==> config.mk <==
export PLATFORM = sky130hd
export DESIGN_NAME = fifo_write_arbiter_flat
export DESIGN_NICKNAME = d
export VERILOG_FILES = /design/src/rtl/fifo_write_arbiter_if.sv /design/src/rtl/fifo_write_arbiter.sv /design/src/flat_wrapper.sv
export SDC_FILE = /design/constraint.sdc
export NUM_CORES = 1
export LEC_CHECK = 0
export ABC_AREA = 1
export CAP_MARGIN = 25
export CORE_AREA = 5 5 97 99
export CTS_CLUSTER_SIZE = 24
export DETAILED_ROUTE_END_ITERATION = 8
export DIE_AREA = 0 0 102 104
export DONT_BUFFER_PORTS = 1
export GPL_ROUTABILITY_DRIVEN = 0
export PLACE_DENSITY = 0.71
export SYNTH_ARGS = -nofsm -noshare
export SYNTH_HDL_FRONTEND = slang
export SYNTH_SLANG_ARGS = --single-unit
==> constraint.sdc <==
create_clock -name clk -period 5.45 [get_ports clk]
set_clock_uncertainty 0.2 [all_clocks]
set_input_delay 1.09 -clock clk [delete_from_list [all_inputs] [get_ports clk]]
set_output_delay 1.09 -clock clk [all_outputs]
set_load 0.01 [all_outputs]
==> src/rtl/fifo_write_arbiter_if.sv <==
// Producer handshake and fifo write-side bundle shared by the arbiter and its environment.
// The master modport is the arbiter's view; slave is the producers/fifo side.
interface fifo_write_arbiter_if #(
    parameter int NUM_PORTS = 4,
    parameter int WIDTH     = 32
);
    logic [NUM_PORTS-1:0]       req;
    logic [NUM_PORTS*WIDTH-1:0] data_in;
    logic [NUM_PORTS-1:0]       ready;
    logic [NUM_PORTS-1:0]       grant;
    logic                       fifo_full;
    logic                       fifo_we;
    logic [WIDTH-1:0]           fifo_data;

    modport master (
        input  req, data_in, fifo_full,
        output ready, grant, fifo_we, fifo_data
    );

    modport slave (
        output req, data_in, fifo_full,
        input  ready, grant, fifo_we, fifo_data
    );
endinterface

==> src/rtl/fifo_write_arbiter.sv <==
// Round-robin burst arbiter sharing one fifo write port among NUM_PORTS producers.
//   state | meaning
//   IDLE  | no owner; pick next requester starting at rr_ptr
//   GRANT | owner streams up to BURST_LEN words; stalls while fifo_full
module fifo_write_arbiter #(
    parameter int NUM_PORTS  = 4,
    parameter int PORT_BITS  = 2,
    parameter int WIDTH      = 32,
    parameter int BURST_LEN  = 8,
    parameter int COUNT_BITS = 32
) (
    input  logic                  clk,
    input  logic                  reset,
    fifo_write_arbiter_if.master  bus,
    output logic                  busy,
    output logic [COUNT_BITS-1:0] words_written
);
    localparam int BEAT_BITS = $clog2(BURST_LEN + 1);
    localparam logic [BEAT_BITS-1:0] LAST_BEAT = BEAT_BITS'(BURST_LEN - 1);
    localparam logic [PORT_BITS-1:0] LAST_PORT = PORT_BITS'(NUM_PORTS - 1);

    typedef enum logic {IDLE = 1'b0, GRANT = 1'b1} state_t;

    state_t                 state, state_n;
    logic [PORT_BITS-1:0]   owner, owner_n;
    logic [PORT_BITS-1:0]   rr_ptr, rr_ptr_n;
    logic [BEAT_BITS-1:0]   beat_cnt, beat_n;
    logic [NUM_PORTS-1:0]   grant, grant_n;
    logic                   fifo_we, we_n;
    logic [WIDTH-1:0]       fifo_data, data_n;
    logic [COUNT_BITS-1:0]  ww_n;
    logic [NUM_PORTS-1:0]   ready_c;

    logic                   found;
    logic [PORT_BITS-1:0]   pick;
    logic [PORT_BITS-1:0]   cand;
    int                     tmp;
    logic                   xfer;
    logic [WIDTH-1:0]       owner_word;

    // Rotating priority scan; wrap is explicit so non-power-of-two port counts work.
    always_comb begin
        found = 1'b0;
        pick  = '0;
        cand  = '0;
        tmp   = 0;
        for (int i = 0; i < NUM_PORTS; i++) begin
            tmp = int'(rr_ptr) + i;
            if (tmp >= NUM_PORTS) tmp = tmp - NUM_PORTS;
            cand = PORT_BITS'(tmp);
            if (!found && bus.req[cand]) begin
                found = 1'b1;
                pick  = cand;
            end
        end
    end

    assign owner_word = bus.data_in[int'(owner)*WIDTH +: WIDTH];
    assign xfer       = (state == GRANT) && bus.req[owner] && !bus.fifo_full;

    always_comb begin
        state_n  = state;
        owner_n  = owner;
        rr_ptr_n = rr_ptr;
        beat_n   = beat_cnt;
        grant_n  = grant;
        we_n     = xfer;
        data_n   = xfer ? owner_word : fifo_data;
        ww_n     = words_written + COUNT_BITS'(xfer);
        ready_c  = '0;
        case (state)
            IDLE: begin
                if (found) begin
                    state_n       = GRANT;
                    owner_n       = pick;
                    beat_n        = '0;
                    grant_n       = '0;
                    grant_n[pick] = 1'b1;
                end
            end
            GRANT: begin
                ready_c[owner] = !bus.fifo_full;
                if (xfer) beat_n = beat_cnt + 1'b1;
                // A stall (fifo_full) never ends a burst, even if req drops meanwhile.
                if ((xfer && beat_cnt == LAST_BEAT) || (!bus.req[owner] && !bus.fifo_full)) begin
                    state_n  = IDLE;
                    grant_n  = '0;
                    rr_ptr_n = (owner == LAST_PORT) ? '0 : owner + 1'b1;
                end
            end
            default: state_n = IDLE;
        endcase
    end

    always_ff @(posedge clk or negedge reset) begin
        if (!reset) begin
            state         <= IDLE;
            owner         <= '0;
            rr_ptr        <= '0;
            beat_cnt      <= '0;
            grant         <= '0;
            fifo_we       <= 1'b0;
            fifo_data     <= '0;
            words_written <= '0;
        end else begin
            state         <= state_n;
            owner         <= owner_n;
            rr_ptr        <= rr_ptr_n;
            beat_cnt      <= beat_n;
            grant         <= grant_n;
            fifo_we       <= we_n;
            fifo_data     <= data_n;
            words_written <= ww_n;
        end
    end

    assign bus.ready     = ready_c;
    assign bus.grant     = grant;
    assign bus.fifo_we   = fifo_we;
    assign bus.fifo_data = fifo_data;
    assign busy          = (state == GRANT);
endmodule
==> src/flat_wrapper.sv <==
// flat-port wrapper written by rule: the top's interface ports become plain ports
module fifo_write_arbiter_flat 
#(
    parameter int NUM_PORTS  = 4,
    parameter int PORT_BITS  = 2,
    parameter int WIDTH      = 32,
    parameter int BURST_LEN  = 8,
    parameter int COUNT_BITS = 32
)
  (clk, reset, busy, words_written, bus_req, bus_data_in, bus_fifo_full, bus_ready, bus_grant, bus_fifo_we, bus_fifo_data);
  fifo_write_arbiter_if #(.NUM_PORTS(NUM_PORTS), .WIDTH(WIDTH)) bus_i ();
  input  logic clk;
  input  logic reset;
  output logic busy;
  output logic [COUNT_BITS-1:0] words_written;
  input wire logic [$bits(bus_i.req)-1:0] bus_req;
  input wire logic [$bits(bus_i.data_in)-1:0] bus_data_in;
  input wire logic [$bits(bus_i.fifo_full)-1:0] bus_fifo_full;
  output wire logic [$bits(bus_i.ready)-1:0] bus_ready;
  output wire logic [$bits(bus_i.grant)-1:0] bus_grant;
  output wire logic [$bits(bus_i.fifo_we)-1:0] bus_fifo_we;
  output wire logic [$bits(bus_i.fifo_data)-1:0] bus_fifo_data;
  assign bus_i.req = bus_req;
  assign bus_i.data_in = bus_data_in;
  assign bus_i.fifo_full = bus_fifo_full;
  assign bus_ready = bus_i.ready;
  assign bus_grant = bus_i.grant;
  assign bus_fifo_we = bus_i.fifo_we;
  assign bus_fifo_data = bus_i.fifo_data;
  fifo_write_arbiter #(.NUM_PORTS(NUM_PORTS), .PORT_BITS(PORT_BITS), .WIDTH(WIDTH), .BURST_LEN(BURST_LEN), .COUNT_BITS(COUNT_BITS)) u_core (.clk(clk), .reset(reset), .bus(bus_i), .busy(busy), .words_written(words_written));
endmodule
### Word-level counts from Yosys, hierarchy flattened

Index checks and enable logic that the tools add are counted.

| storage, ports and cells | value |
|---|---|
| output and inout bits | 74 |
| input port bits | 135 |
| word-level logic and storage cells | 94 |
| register bits | 78 |

| operators by class | value |
|---|---|
| multiplexer cells | 37 |
| shifts and indexed selects | 1 |
| add/sub/neg operators | 10 |
| reduce and logical (&&, ||, !) cells | 19 |
| equality and inequality tests | 5 |
| bitwise operators | 2 |
| magnitude comparators | 12 |

Operators by type and width:

| operator | number |
|---|---|
| 128-bit by 8-bit variable part select with 32-bit output | 1 |
| 32-bit by 1-bit adder with 32-bit output | 1 |
| 4-bit two-way mux | 5 |
| 2-bit by 3-bit less-than comparator with 1-bit output, second input constant | 6 |
| 2-bit two-way mux | 9 |
| 4-bit case mux with 2 select lines | 2 |
| 1-bit two-way mux | 13 |
| 1-bit binary-select mux with 2-bit select | 5 |
| 3-bit greater-or-equal comparator, second input constant | 3 |
| 1-bit logical AND | 9 |
| 2-bit AND reduction | 4 |
| 2-bit by 1-bit subtractor with 2-bit output, second input constant | 4 |
| 2-bit by 2-bit adder with 3-bit output, second input constant | 2 |
| 1-bit zero test | 5 |
| 4-bit by 1-bit adder with 4-bit output, second input constant | 1 |
| 4-bit AND | 1 |
| 1-bit demux with 2-bit select | 2 |
| 4-bit by 3-bit == test with 1-bit output, second input constant | 1 |
| 2-bit by 1-bit greater-or-equal comparator with 1-bit output, second input constant | 2 |
| 2-bit != test, second input constant | 2 |
| 2-bit by 1-bit adder with 3-bit output, second input constant | 1 |
| 2-bit by 3-bit greater-or-equal comparator with 1-bit output, second input constant | 1 |
| 2-bit by 1-bit adder with 2-bit output, second input constant | 1 |
| 2-bit == test, second input constant | 1 |
| other kinds (4) | 4 |

### Logic depth before layout (Yosys ltp)

| depth | value |
|---|---|
| word-level depth | 20 |
| depth in mapped cells | 15 |
| gate-level depth less buffers | 14 |

### Worst setup path after synthesis

OpenSTA, ideal clock, no wires.

| timing path | value |
|---|---|
| kind | input to register |
| start | input port bus_req[0] |
| end | register u_core.words_written[28] |
| arrival time | 2967 ps |
| stages on the path | 14 |
| required time | 5171 ps |
| path slack | 2204 ps |
| path buffers | 1 |
| cell sequence | inv_1 o21ai_0 nand2_1 nor2_4 buf_2 ha_1 ha_1 nand3_1 nor2_4 nand4_2 inv_2 nand3_1 nor2_1 xor2_1 |

| on the way | value |
|---|---|
| longest elaborated chain between the ends | 5 |

Ends and longest elaborated chain:

| item | RTL line | source |
|---|---|---|
| start, declared | flat_wrapper.sv:16 | `input wire logic [$bits(bus_i.req)-1:0] bus_req;` |
| 1-bit binary-select mux with 2-bit select | fifo_write_arbiter.sv:59 | `assign xfer = (state == GRANT) && bus.req[owner] && !bus.fifo_full;` |
| 1-bit two-way mux (not written as such) | fifo_write_arbiter.sv:59 |  |
| 1-bit logical AND (2 in a row) | fifo_write_arbiter.sv:59 |  |
| via u_core.we_n | fifo_write_arbiter.sv:29 | `logic fifo_we, we_n;` |
| 32-bit by 1-bit adder with 32-bit output | fifo_write_arbiter.sv:69 | `ww_n = words_written + COUNT_BITS'(xfer);` |
| via u_core.ww_n[28] | fifo_write_arbiter.sv:31 | `logic [COUNT_BITS-1:0] ww_n;` |
| end signal, assigned | fifo_write_arbiter.sv:113 | `words_written <= ww_n;` |
| end, declared | fifo_write_arbiter.sv:16 | `output logic [COUNT_BITS-1:0] words_written` |

The timed path passes the listed nets, and every way through them passes these cells. The select of a mux whose other input is x is not followed.
A chain may end at the register's enable or synchronous reset.

### Final worst setup path

| timing path | value |
|---|---|
| start | register u_core.owner[0] |
| end | output port bus_ready[0] |

| on the way | value |
|---|---|
| longest elaborated chain between the ends | 6 |
| elaborated cells between the ends (all ways) | 7 |

Ends and longest elaborated chain:

| item | RTL line | source |
|---|---|---|
| start, declared | fifo_write_arbiter.sv:25 | `logic [PORT_BITS-1:0] owner, owner_n;` |
| start signal, assigned | fifo_write_arbiter.sv:107 | `owner <= owner_n;` |
| 2-bit by 3-bit less-than comparator with 1-bit output (not written as such) or 2-bit by 1-bit greater-or-equal comparator with 1-bit output (tied branches) | fifo_write_arbiter.sv:82 | `ready_c[owner] = !bus.fifo_full;` |
| 1-bit logical AND (not written as such) | fifo_write_arbiter.sv:82 |  |
| 1-bit two-way mux (not written as such) | fifo_write_arbiter.sv:82 |  |
| 1-bit demux with 2-bit select * | n/a |  |
| 4-bit AND (no line) * | n/a |  |
| 4-bit two-way mux * | fifo_write_arbiter.sv:71 | `case (state)` |
| end, declared | flat_wrapper.sv:19 | `output wire logic [$bits(bus_i.ready)-1:0] bus_ready;` |

Every way passes the cells marked *; elsewhere a longest branch is shown, timed or not.

==> results_dict.tcl <==
set metrics [dict create \
    area_delta_synth_final_pct 4.70 \
    start_util 0.551 \
    drc 0 \
    dieHeight_um 104 \
    place_inst 714 \
    yosys.area_share.adder 0.0188 \
    drt-pass1-iter-count 5 \
    ys_top_cells_by_area "dfrtp_1 42%, nand2_1 15%, nor2_1 7.6%" \
    synth_xor_area_frac 0.0582 \
    clock.fmax_ghz 0.280 \
    synth-simple-area-share 0.321 \
    fin_ws_ps 1880 \
    utilization 0.577 \
    grt_pass1_wl_mm 21.2 \
    fin_crit_sh 0.656 \
    finalMaxSlewViolations 0 \
    syn_area_um2 4660 \
    muxShareOfSynthArea 0 \
    num_antenna_cells 0 \
    critPathKind "flop to output pin" \
    synthFlopType "dfrtp_1" \
    cts_buffer_depth 2 \
    yosysUniqueCellTypes 35 \
    synth_top_area_frac 0.419 \
    yosysSeqAreaShare 0.419 \
    finalSetupTns_ps 0 \
    hold_ws_ps 230 \
    clk_pin_slew_ps 90 \
    cap_violations 0 \
    layout-drive-gt1-share 0.0900 \
    outcome "finished clean" \
    cts_resized 0 \
    p_per_area_nw_per_um2 529 \
    clk_latency_ps 350 \
    numCtsBuffers 9 \
    synth-compound-area-share 0.124 \
    row_count 34 \
    post-cts-setup-buffers 0 \
    syn_nets 772 \
    rsz0062_at_grt "no" \
    tightest_slew_ps 936 \
    synth_top_family_by_area "simple AND/OR/NAND/NOR gates" \
    crit_fanout 67 \
    yosysTopAreaCell "dfrtp_1" \
    die_width_um 102 \
    root_buffer "clkbuf_8" \
    die_area_um2 10600 \
    hpwl_mm 10.3 \
    grt_max_degree 79 \
    setup-violations-final 0 \
    track_usage 0.250 \
    antenna_found_initial 1 \
    final_common_cell "nand2_1" \
    viasPerCell 5.80 \
    placed_cell_area_um2 4700 \
    antenna_left 0 \
    grt_pass1_vias 3983 \
    synth_edf_count 0 \
    first_iter_violations 226 \
    ir_worst_vdd_mv 0.243 \
    dpl_worst_slack_ps 1840 \
    routed_wl_mm 13.4 \
    ys_ff_latch 78 \
    nNetsFinal 759 \
    async_reset_ff_frac 1.00 \
    synth_cells 630 \
    synth.avg_cell_area_um2 7.40 \
    layoutNonFillerInstCount 730 \
    p_total_mw 2.58 \
    pin_count 209 \
    hold_path.class "primary input to async pin" \
    end_kind "output pin" \
    p_leak_nw 2.39 \
    slew_headroom 0.375 \
    cts_tree "yes" \
    fill_cells 800 \
    start_kind "flop" \
    core-area_um2 8470 \
    finalCriticalPeriod_ps 3570 \
    ctsHoldBuffers 0 \
    mostFrequentLayoutCells "181 x nand2_1, 95 x nor2_1, 77 x dfrtp_1" \
    routedWlPerCell_um 18.3 \
    cts_sinks 78 \
    htreeDepth 3 \
    fin_area_um2 4880 \
    critPathArrivalTime_ps 2280 \
    via_count 4234 \
    required_ps 4160 \
    hold_viol 0 \
    ys_warn_count 0 \
    portBuffers 0 \
    grt.overflow.total 0 \
]
-- kinds of logic after synthesis --
group                    Yosys count
AO/OA/AOI/OAI                    107
XOR/XNOR                          31
adder cells (fa/ha/maj)            7
buffers and inverters             68
flip-flops                        78
AND/OR/NAND/NOR                  339
-- critical path, stage by stage (launching register included) --
cell     delay (ps)
dfrtp_2         610
inv_2           770
ha_1            270
inv_1            40
nor2_1          230
-- power by group --
part / switching, mW / internal, mW
Clock: 0.230 / 0.172
Combinational: 0.761 / 0.377
Sequential: 0.280 / 0.764
-- sequential cells by signal, summed over array words and instances, names as in the netlist --
register,count
u_core.bus.fifo_we,1
u_core.busy,1
u_core.bus.fifo_data,32
u_core.rr_ptr,2
u_core.words_written,32
u_core.bus.grant,4
u_core.owner,2
u_core.beat_cnt,4
-- Yosys cell counts (all sizes together) (9+ instances only) --
cell / count
o21ai: 72
o22ai: 32
xor2: 22
nand3: 21
nor3: 11
clkbuf: 15
inv: 41
buf: 12
nor2: 101
dfrtp: 78
xnor2: 9
nand2: 192
-- routing by layer --
| layer | GRT usage | share of wire | vias up |
|---|---|---|---|
| met5 | 0 | 0.00097 | - |
| met4 | 0.0928 | 0.024 | 2 |
| met3 | 0.0543 | 0.085 | 28 |
| met2 | 0.406 | 0.49 | 198 |
| met1 | 0.323 | 0.40 | 1990 |
| li1 | - | - | 2016 |
-- cell type report --
| type | count | area [um^2] | share of cell area |
|---|---|---|---|
| Clock inverter | 7 | 57.6 | 0.0118 |
| Multi-Input combinational cell | 484 | 2430 | 0.498 |
| Clock buffer | 9 | 124 | 0.0254 |
| Inverter | 41 | 156 | 0.0320 |
| Tap cell | 108 | 135 | 0.0277 |
| Timing Repair Buffer | 3 | 22.5 | 0.00461 |
| Sequential cell | 78 | 1950 | 0.400 |
-- final timing paths --
| kind | from | cells past startpoint | to | slack, ps |
|---|---|---|---|---|
| max | u_core.owner[0]$_DFFE_PN0P_ | 4 | bus_ready[0] | 1880 |
| min | reset | 0 | u_core.bus.grant[1]$_DFFE_PN0P_ | 230 |
| max reg2reg | u_core.owner[1]$_DFFE_PN0P_ | 16 | u_core.words_written[28]$_DFF_PN0_ | 1910 |
| min reg2reg | u_core.beat_cnt[1]$_DFFE_PN0P_ | 2 | u_core.beat_cnt[1]$_DFFE_PN0P_ | 310 |
| max in group asynchronous | reset | 0 | u_core.words_written[21]$_DFF_PN0_ | 4690 |
| min in group clk | u_core.beat_cnt[1]$_DFFE_PN0P_ | 2 | u_core.beat_cnt[1]$_DFFE_PN0P_ | 310 |
Power figures use the tool's default switching activity.
